[src/rtl/mem_lsu_pkg.sv]
// Shared definitions for the load/store unit: size encodings, FSM states, latched request.
// Build option MEM_MISALIGN_TRAP_EN (see mem_lsu.sv) selects whether misaligned accesses trap.
package mem_lsu_pkg;

  localparam logic [1:0] SIZE_BYTE = 2'b00;
  localparam logic [1:0] SIZE_HALF = 2'b01;
  localparam logic [1:0] SIZE_WORD = 2'b10;
  localparam logic [1:0] SIZE_RSVD = 2'b11;

  typedef enum logic [2:0] {
    IDLE  = 3'd0,
    LOAD  = 3'd1,
    MERGE = 3'd2,
    WRITE = 3'd3,
    RESP  = 3'd4
  } state_t;

  typedef struct packed {
    logic        we;
    logic [1:0]  size;
    logic        sgn;
    logic [31:0] addr;
    logic [31:0] wdata;
  } req_t;

  // True when an access cannot be served with the trap option enabled.
  function automatic logic is_misaligned(input logic [1:0] size, input logic [1:0] lo);
    logic bad;
    case (size)
      SIZE_BYTE: bad = 1'b0;
      SIZE_HALF: bad = lo[0];
      SIZE_WORD: bad = (lo != 2'b00);
      default:   bad = 1'b1;
    endcase
    return bad;
  endfunction

endpackage

[src/rtl/mem_lsu_if.sv]
// Bundle of core request/response and memory port signals around the load/store unit.
// slave = the LSU's view; master = the core plus memory environment view.
interface mem_lsu_if;

  logic        req_valid;
  logic        req_ready;
  logic        req_we;
  logic [1:0]  req_size;
  logic        req_signed;
  logic [31:0] req_addr;
  logic [31:0] req_wdata;
  logic        rsp_valid;
  logic [31:0] rsp_rdata;
  logic        rsp_err;
  logic        mem_we;
  logic [31:0] mem_a;
  logic [31:0] mem_wd;
  logic [31:0] mem_rd;

  modport slave (
    input  req_valid, req_we, req_size, req_signed, req_addr, req_wdata, mem_rd,
    output req_ready, rsp_valid, rsp_rdata, rsp_err, mem_we, mem_a, mem_wd
  );

  modport master (
    output req_valid, req_we, req_size, req_signed, req_addr, req_wdata, mem_rd,
    input  req_ready, rsp_valid, rsp_rdata, rsp_err, mem_we, mem_a, mem_wd
  );

endinterface

[src/rtl/mem_lane.sv]
// Combinational lane logic: extract/extend a sub-word for loads and merge store data
// into a read word for sub-word stores. Reserved size is treated as a full word.
module mem_lane
  import mem_lsu_pkg::*;
(
  input  logic [1:0]  size,
  input  logic        sgn,
  input  logic [1:0]  lane,
  input  logic [31:0] word,
  input  logic [31:0] wdata,
  output logic [31:0] load_data,
  output logic [31:0] merged
);

  logic [1:0]  lane_eff;
  logic [31:0] shifted;
  logic [31:0] wdata_rep;
  logic [3:0]  byte_en;

  always_comb begin
    lane_eff  = 2'b00;
    wdata_rep = wdata;
    byte_en   = 4'b1111;
    case (size)
      SIZE_BYTE: begin
        lane_eff  = lane;
        wdata_rep = {4{wdata[7:0]}};
        byte_en   = 4'b0001 << lane;
      end
      SIZE_HALF: begin
        lane_eff  = {lane[1], 1'b0};
        wdata_rep = {2{wdata[15:0]}};
        byte_en   = lane[1] ? 4'b1100 : 4'b0011;
      end
      default: begin
        lane_eff  = 2'b00;
        wdata_rep = wdata;
        byte_en   = 4'b1111;
      end
    endcase
  end

  assign shifted = word >> {lane_eff, 3'b000};

  always_comb begin
    case (size)
      SIZE_BYTE: load_data = {{24{sgn & shifted[7]}}, shifted[7:0]};
      SIZE_HALF: load_data = {{16{sgn & shifted[15]}}, shifted[15:0]};
      default:   load_data = shifted;
    endcase
  end

  // Replicated store data already sits in every lane; byte enables pick which ones land.
  generate
    for (genvar gi = 0; gi < 4; gi++) begin : g_merge
      assign merged[8*gi +: 8] = byte_en[gi] ? wdata_rep[8*gi +: 8] : word[8*gi +: 8];
    end
  endgenerate

endmodule

[src/rtl/mem_lsu.sv]
// Load/store unit FSM: one request at a time, sub-word stores via read-modify-write.
// Define MEM_MISALIGN_TRAP_EN to reject misaligned/reserved accesses with rsp_err.
module mem_lsu
  import mem_lsu_pkg::*;
(
  input  logic     clk,
  input  logic     reset,
  mem_lsu_if.slave bus
);

  state_t      state_reg;
  state_t      state_next;
  req_t        req_reg;
  logic [31:0] rdata_reg;
  logic [31:0] merge_reg;
  logic        accept;
  logic        req_err;
  logic [31:0] word_addr;
  logic [31:0] lane_load;
  logic [31:0] lane_merged;

  assign accept    = (state_reg == IDLE) && bus.req_valid;
  assign word_addr = {req_reg.addr[31:2], 2'b00};

`ifdef MEM_MISALIGN_TRAP_EN
  logic err_reg;

  assign req_err     = is_misaligned(bus.req_size, bus.req_addr[1:0]);
  assign bus.rsp_err = err_reg;

  always_ff @(posedge clk or negedge reset) begin
    if (!reset) begin
      err_reg <= 1'b0;
    end else if (accept) begin
      err_reg <= req_err;
    end
  end
`else
  assign req_err     = 1'b0;
  assign bus.rsp_err = 1'b0;
`endif

  mem_lane u_lane (
    .size      (req_reg.size),
    .sgn       (req_reg.sgn),
    .lane      (req_reg.addr[1:0]),
    .word      (bus.mem_rd),
    .wdata     (req_reg.wdata),
    .load_data (lane_load),
    .merged    (lane_merged)
  );

  always_ff @(posedge clk or negedge reset) begin
    if (!reset) begin
      state_reg <= IDLE;
    end else begin
      state_reg <= state_next;
    end
  end

  // Memory-side outputs depend on state only, so reset removes mem_we at once.
  always_comb begin
    state_next    = state_reg;
    bus.req_ready = 1'b0;
    bus.rsp_valid = 1'b0;
    bus.mem_we    = 1'b0;
    bus.mem_a     = 32'h0;
    bus.mem_wd    = 32'h0;
    case (state_reg)
      IDLE: begin
        bus.req_ready = 1'b1;
        if (bus.req_valid) begin
          if (req_err)             state_next = RESP;
          else if (!bus.req_we)    state_next = LOAD;
          else if (bus.req_size[1]) state_next = WRITE;
          else                     state_next = MERGE;
        end
      end
      LOAD: begin
        bus.mem_a  = word_addr;
        state_next = RESP;
      end
      MERGE: begin
        bus.mem_a  = word_addr;
        state_next = WRITE;
      end
      WRITE: begin
        bus.mem_we = 1'b1;
        bus.mem_a  = word_addr;
        bus.mem_wd = req_reg.size[1] ? req_reg.wdata : merge_reg;
        state_next = RESP;
      end
      RESP: begin
        bus.rsp_valid = 1'b1;
        state_next    = IDLE;
      end
      default: state_next = IDLE;
    endcase
  end

  always_ff @(posedge clk or negedge reset) begin
    if (!reset) begin
      req_reg   <= '0;
      rdata_reg <= 32'h0;
      merge_reg <= 32'h0;
    end else begin
      if (accept) begin
        req_reg   <= '{we: bus.req_we, size: bus.req_size, sgn: bus.req_signed,
                       addr: bus.req_addr, wdata: bus.req_wdata};
        rdata_reg <= 32'h0;
      end
      if (state_reg == LOAD) begin
        rdata_reg <= lane_load;
      end
      if (state_reg == MERGE) begin
        merge_reg <= lane_merged;
      end
    end
  end

  assign bus.rsp_rdata = rdata_reg;

endmodule

[src/flat_wrapper.sv]
// flat-port wrapper written by rule: the top's interface ports become plain ports
module mem_lsu_flat import mem_lsu_pkg::*;
  (clk, reset, bus_req_valid, bus_req_we, bus_req_size, bus_req_signed, bus_req_addr, bus_req_wdata, bus_mem_rd, bus_req_ready, bus_rsp_valid, bus_rsp_rdata, bus_rsp_err, bus_mem_we, bus_mem_a, bus_mem_wd);
  mem_lsu_if bus_i ();
  input  logic clk;
  input  logic reset;
  input wire logic [$bits(bus_i.req_valid)-1:0] bus_req_valid;
  input wire logic [$bits(bus_i.req_we)-1:0] bus_req_we;
  input wire logic [$bits(bus_i.req_size)-1:0] bus_req_size;
  input wire logic [$bits(bus_i.req_signed)-1:0] bus_req_signed;
  input wire logic [$bits(bus_i.req_addr)-1:0] bus_req_addr;
  input wire logic [$bits(bus_i.req_wdata)-1:0] bus_req_wdata;
  input wire logic [$bits(bus_i.mem_rd)-1:0] bus_mem_rd;
  output wire logic [$bits(bus_i.req_ready)-1:0] bus_req_ready;
  output wire logic [$bits(bus_i.rsp_valid)-1:0] bus_rsp_valid;
  output wire logic [$bits(bus_i.rsp_rdata)-1:0] bus_rsp_rdata;
  output wire logic [$bits(bus_i.rsp_err)-1:0] bus_rsp_err;
  output wire logic [$bits(bus_i.mem_we)-1:0] bus_mem_we;
  output wire logic [$bits(bus_i.mem_a)-1:0] bus_mem_a;
  output wire logic [$bits(bus_i.mem_wd)-1:0] bus_mem_wd;
  assign bus_i.req_valid = bus_req_valid;
  assign bus_i.req_we = bus_req_we;
  assign bus_i.req_size = bus_req_size;
  assign bus_i.req_signed = bus_req_signed;
  assign bus_i.req_addr = bus_req_addr;
  assign bus_i.req_wdata = bus_req_wdata;
  assign bus_i.mem_rd = bus_mem_rd;
  assign bus_req_ready = bus_i.req_ready;
  assign bus_rsp_valid = bus_i.rsp_valid;
  assign bus_rsp_rdata = bus_i.rsp_rdata;
  assign bus_rsp_err = bus_i.rsp_err;
  assign bus_mem_we = bus_i.mem_we;
  assign bus_mem_a = bus_i.mem_a;
  assign bus_mem_wd = bus_i.mem_wd;
  mem_lsu u_core (.clk(clk), .reset(reset), .bus(bus_i));
endmodule
[config.mk]
export PLATFORM = sky130hd
export DESIGN_NAME = mem_lsu_flat
export DESIGN_NICKNAME = d
export VERILOG_FILES = /design/src/rtl/mem_lsu_pkg.sv /design/src/rtl/mem_lsu_if.sv /design/src/rtl/mem_lane.sv /design/src/rtl/mem_lsu.sv /design/src/flat_wrapper.sv
export SDC_FILE = /design/constraint.sdc
export NUM_CORES = 1
export LEC_CHECK = 0
export CORE_UTILIZATION = 32
export CTS_BUF_LIST = sky130_fd_sc_hd__clkbuf_8 sky130_fd_sc_hd__clkbuf_16
export DETAILED_ROUTE_END_ITERATION = 10
export PLACE_DENSITY_LB_ADDON = 0.1
export SYNTH_ARGS = -nofsm -noshare
export SYNTH_HDL_FRONTEND = slang
export SYNTH_HIERARCHICAL = 1
export SYNTH_SLANG_ARGS = --single-unit
[constraint.sdc]
create_clock -name clk -period 1.9 [get_ports clk]
set_clock_uncertainty 0.05 [all_clocks]
set_input_delay 0.57 -clock clk [delete_from_list [all_inputs] [get_ports clk]]
set_output_delay 0.57 -clock clk [all_outputs]
set_load 0.03 [all_outputs]
==> results of run 1 <==
stage by stage:
step	setup TNS, ps	setup slack [ps]	hold slack, ps
after detailed placement	-19050	-458	391
after global placement	-17660	-410	387
after floorplan	-2250	-111	224
final	-32130	-424	446
after global routing	-41550	-457	463
after CTS	-32530	-440	428
repair_timing:
action | in CTS | in global routing
cloned | 10 | 9
hold endpoints to repair | 17 | 0
gates resized for setup | 185 | 72
pin swaps | 52 | 40
hold buffers | 1 | 0
setup endpoints to repair | 151 | 182
buffers inserted | 10 | 10
area by class of cell:
type                    count  area (sq um)
fillers                  1838          9770
multi-input cells         419          4330
repair buffers            309          3620
flip-flops and latches    134          3360
clock buffers              18           439
well taps                 280           350
clock inverters            14           136
inverters                   2          20.0
how the worst max path moves through the flow:
stage | start | to | slack [ps]
6_report | u_core/req_reg[66] | bus_mem_wd[6] | -420
5_1_grt | u_core/req_reg[66] | bus_mem_wd[0] | -460
4_1_cts | u_core/req_reg[66] | bus_mem_wd[15] | -440
3_5_place_dp | bus_mem_rd[15] | u_core/bus.rsp_rdata[16] | -460
3_3_place_gp | bus_mem_rd[15] | u_core/bus.rsp_rdata[31] | -410
2_1_floorplan | u_core/state_reg[0] | bus_mem_wd[10] | -110
cells in the mapped netlist (2+ instances only):
| cell type | instances |
|---|---|
| dfrtp_1 | 134 |
| mux2_2 | 77 |
| mux2i_1 | 64 |
| nor2_1 | 52 |
| nand2_1 | 35 |
| a22o_1 | 32 |
| and2_1 | 32 |
| mux2_4 | 30 |
| a21oi_1 | 20 |
| clkbuf_1 | 16 |
| o21ai_0 | 16 |
| o221ai_1 | 15 |
| buf_2 | 14 |
| buf_4 | 13 |
| o22ai_1 | 8 |
| mux4_2 | 7 |
| buf_6 | 6 |
| buf_12 | 3 |
| o21a_1 | 3 |
| inv_1 | 2 |
| nand2b_1 | 2 |
| nor2b_1 | 2 |
| nor3_1 | 2 |
| nor4bb_1 | 2 |
layer usage:
layer | global-route usage, % | share of wire, % | up-vias
li1 | - | - | 2759
met1 | 31.0 | 46 | 3034
met2 | 33.9 | 47 | 207
met3 | 3.95 | 5.5 | 22
met4 | 6.17 | 1.4 | 2
met5 | 0 | 0.047 | -
power groups by stage:
stage / combinational (mW) / clock (mW) / sequential [mW]
final: 15.2 / 3.23 / 5.35
after global routing: 16.0 / 3.43 / 5.51
after CTS: 13.9 / 3.30 / 5.25
after detailed placement: 11.4 / 0 / 5.18
after global placement: 11.2 / 0 / 5.13
after floorplan: 7.45 / 0 / 5.24
worst reg2reg max path, stage by stage, from the launching register on:
cell and delay [ps]:
dfrtp_4 490, buf_4 170, buf_12 150, buf_8 150, nor4bb_4 310, a21oi_4 100, o221a_4 370, o221ai_2 180
a22o_1 170
kinds of logic after synthesis:
family,count (synthesis),synth area share [%]
buffers and inverters,56,5.27
AND/OR/NAND/NOR,134,9.04
flip-flops,134,46.3
multiplexers,178,29.2
other,1,0.0518
AO/OA/AOI/OAI,100,10.1
==> summary by stage, run 1 <==
Drt
The DRC marker count from the first detailed-route iteration is 341. The first detailed-routing pass ran for 7 iterations. The detail route stage leaves a number of antenna-violating nets equal to 0. The post-detailed-route via-to-cell ratio is 5.12. The final wirelength is 25700 um.

In the final routed layout, each cell accounts on average for 21.9 um. After detailed routing, the number of remaining DRC violations is 8. The overall via count from detail_route is 6024.

Worst setup path
The endpoint of the worst register-to-register path is u_core/bus.rsp_rdata[17]. For this run, the slowest stage of the critical path takes a little under 500 ps. The cell count along the critical path is 5.

The worst register-to-register path begins at u_core/req_reg[66]. The largest fanout on the critical path is 9. The worst setup path is captured at an output pin. The worst reg2reg path depth is 8. At the worst endpoint, the required time is 1280 ps.

The setup check on the worst reg-to-reg path leaves a slack of -280 ps. Traced cell by cell, the critical path runs through buf_4, buf_12, mux2i_1, nor2_2, buf_12. The library cell appearing most often on the critical path is buf_12. The kind of cell adding the most delay to the critical path is flip-flops. The category of the most critical setup path is register to output pin. STA classifies the critical path startpoint as a register. The combined buffer and inverter count along the critical path is 3. The slowest cell on the critical path is dfrtp_4. The data arrival time of the worst path is 1700 ps.

STA
The routed design could run at a clock period as short as between 2000 and 2500 ps. The final worst-path setup slack is -424 ps. The final count of pins violating max slew came to 0.

The final count of negative-setup-slack endpoints is 166. The fmax is approximately 430 MHz. The hold violation count in the final report is 0.

Setup repair after global routing could not meet its margin everywhere. The share of the cycle needed by the critical path after routing is 122%.

Pwr
The switching component of the power is between 9 and 10 mW. The internal power of the cells totals 14.4 mW. Total power for the finished layout comes to 23.8 mW.

In this run the power density over the cells is 1940 mW/mm^2. The worst-case IR drop observed on VDD is roughly 0.82 mV. In this run switching power makes up 39.6% of total power. The relative contribution of sequential cells to total power is 22.5%. For this design the static power due to leakage is 5.45 nW.

The clock network is responsible for 13.6% of the overall power. Combinational cells account for 63.9% of the total power.

Synthesis
The per-instance average area after synthesis is between 10 and 15 sq um. Among all flip-flop cells after synthesis, the most frequent one is dfrtp_1. Of all cell types, the one taking the most synthesized area is dfrtp_1. Yosys mapped a number of flops with a built-in enable equal to 0.

The flip-flop and latch count after synthesis is 134. Of all flip-flops after synthesis, the portion carrying an async set or reset was 100%. The Yosys step of the flow raised 6 warnings.

The cell count after synthesis came out at 603. The fraction of post-synthesis cell area in the top cell type by area is 46.3%. Sequential cells were found to cover 46.3% of the synthesized design area. The netlist area before placement is 0.00724 sq mm. After synthesis, the netlist uses 40 different library cells. Sorting the synthesized cells by area gives the leading types as dfrtp_1 46%, mux2_2 12%, mux2i_1 8.9%.

Global route
The first global-routing pass estimated 38400 um of wire. The via count of the first global-routing pass is 6288. Global routing consumed, over all layers together, 21.8% of the routing resources. The remaining global-route overflow is 0. The initial antenna violation count is 1. The pin count of the biggest net entering global routing is 39.

Clock tree
The maximum level of the CTS H-tree is 4. The CTS tree is yes. The clock-pin slew on the worst setup and hold paths is 60 ps.

CTS placed an instance of clkbuf_16 at the clock tree root. The clock insertion delay at the later pin of the skew report is just over 400 ps. The clock net in this run drives a total of 134 sinks. The maximum count of clock buffers along a single path is 2. The number of buffers created by CTS is 17.

Floorplanning
The floorplan has 54 rows. The placeable core area is 0.0220 sq mm. The horizontal die dimension is 152 um.

In this run the count of I/O pins placed on the die edge is a little over 200. Once the floorplan was initialized, standard cells occupied 32.9% of the core. The die covers around 0.023 sq mm. The floorplan step set the die height to 152 um.

Final layout
The share of cells above drive strength 1 is 50.1%. The repair_antennas step left the layout with diodes totalling 0. The net count reported at finish is 986.

The cell area after layout is approximately 0.012 sq mm. Leaving out fill and tap cells, the most frequent cell in the layout is dfrtp_1. Leaving out fill and tap cells, the most frequent cells in the layout are 132 x dfrtp_1, 101 x clkdlybuf4s50_1, 70 x buf_4. Once layout is complete, the cells apart from fillers number between 1000 and 1500. Compared with the post-synthesis result, the final layout area differs by 69.3%. The post-route core utilization is between 50 and 60%. The register with the most flip-flops in the layout has 67 of them.

Hold path
The count of cells along the worst hold path is 1. The worst hold path startpoint is u_core/bus.rsp_rdata[31]. The hold path endpoint is u_core/bus.rsp_rdata[31]. The worst hold path belongs to the class register to register.

Run status
The flow ran to the end, but the final reports show violations. The final reports fail on DRC, setup timing.

Placement
The number of placed cells counting well taps is 1105. The congestion estimate from routability-driven global placement came to 0.815. In this run the cell area measured after placement is 0.0102 sq mm. The detailed-placement wirelength estimate is approximately 17000 um. The total of buffers placed on input and output ports is 199.

Run
The number of max-cap violations is 0.
Power figures use the tool's default switching activity.
==> run 2: changes to the inputs <==
--- a/config.mk
+++ b/config.mk
@@ -8,6 +8,7 @@
 export CORE_UTILIZATION = 32
 export CTS_BUF_LIST = sky130_fd_sc_hd__clkbuf_8 sky130_fd_sc_hd__clkbuf_16
 export DETAILED_ROUTE_END_ITERATION = 10
+export GPL_TIMING_DRIVEN = 1
 export PLACE_DENSITY_LB_ADDON = 0.1
 export SYNTH_ARGS = -nofsm -noshare
 export SYNTH_HDL_FRONTEND = slang
==> results of run 2 <==
No change in the layout: final DEF, timing and power equal those of run 1.
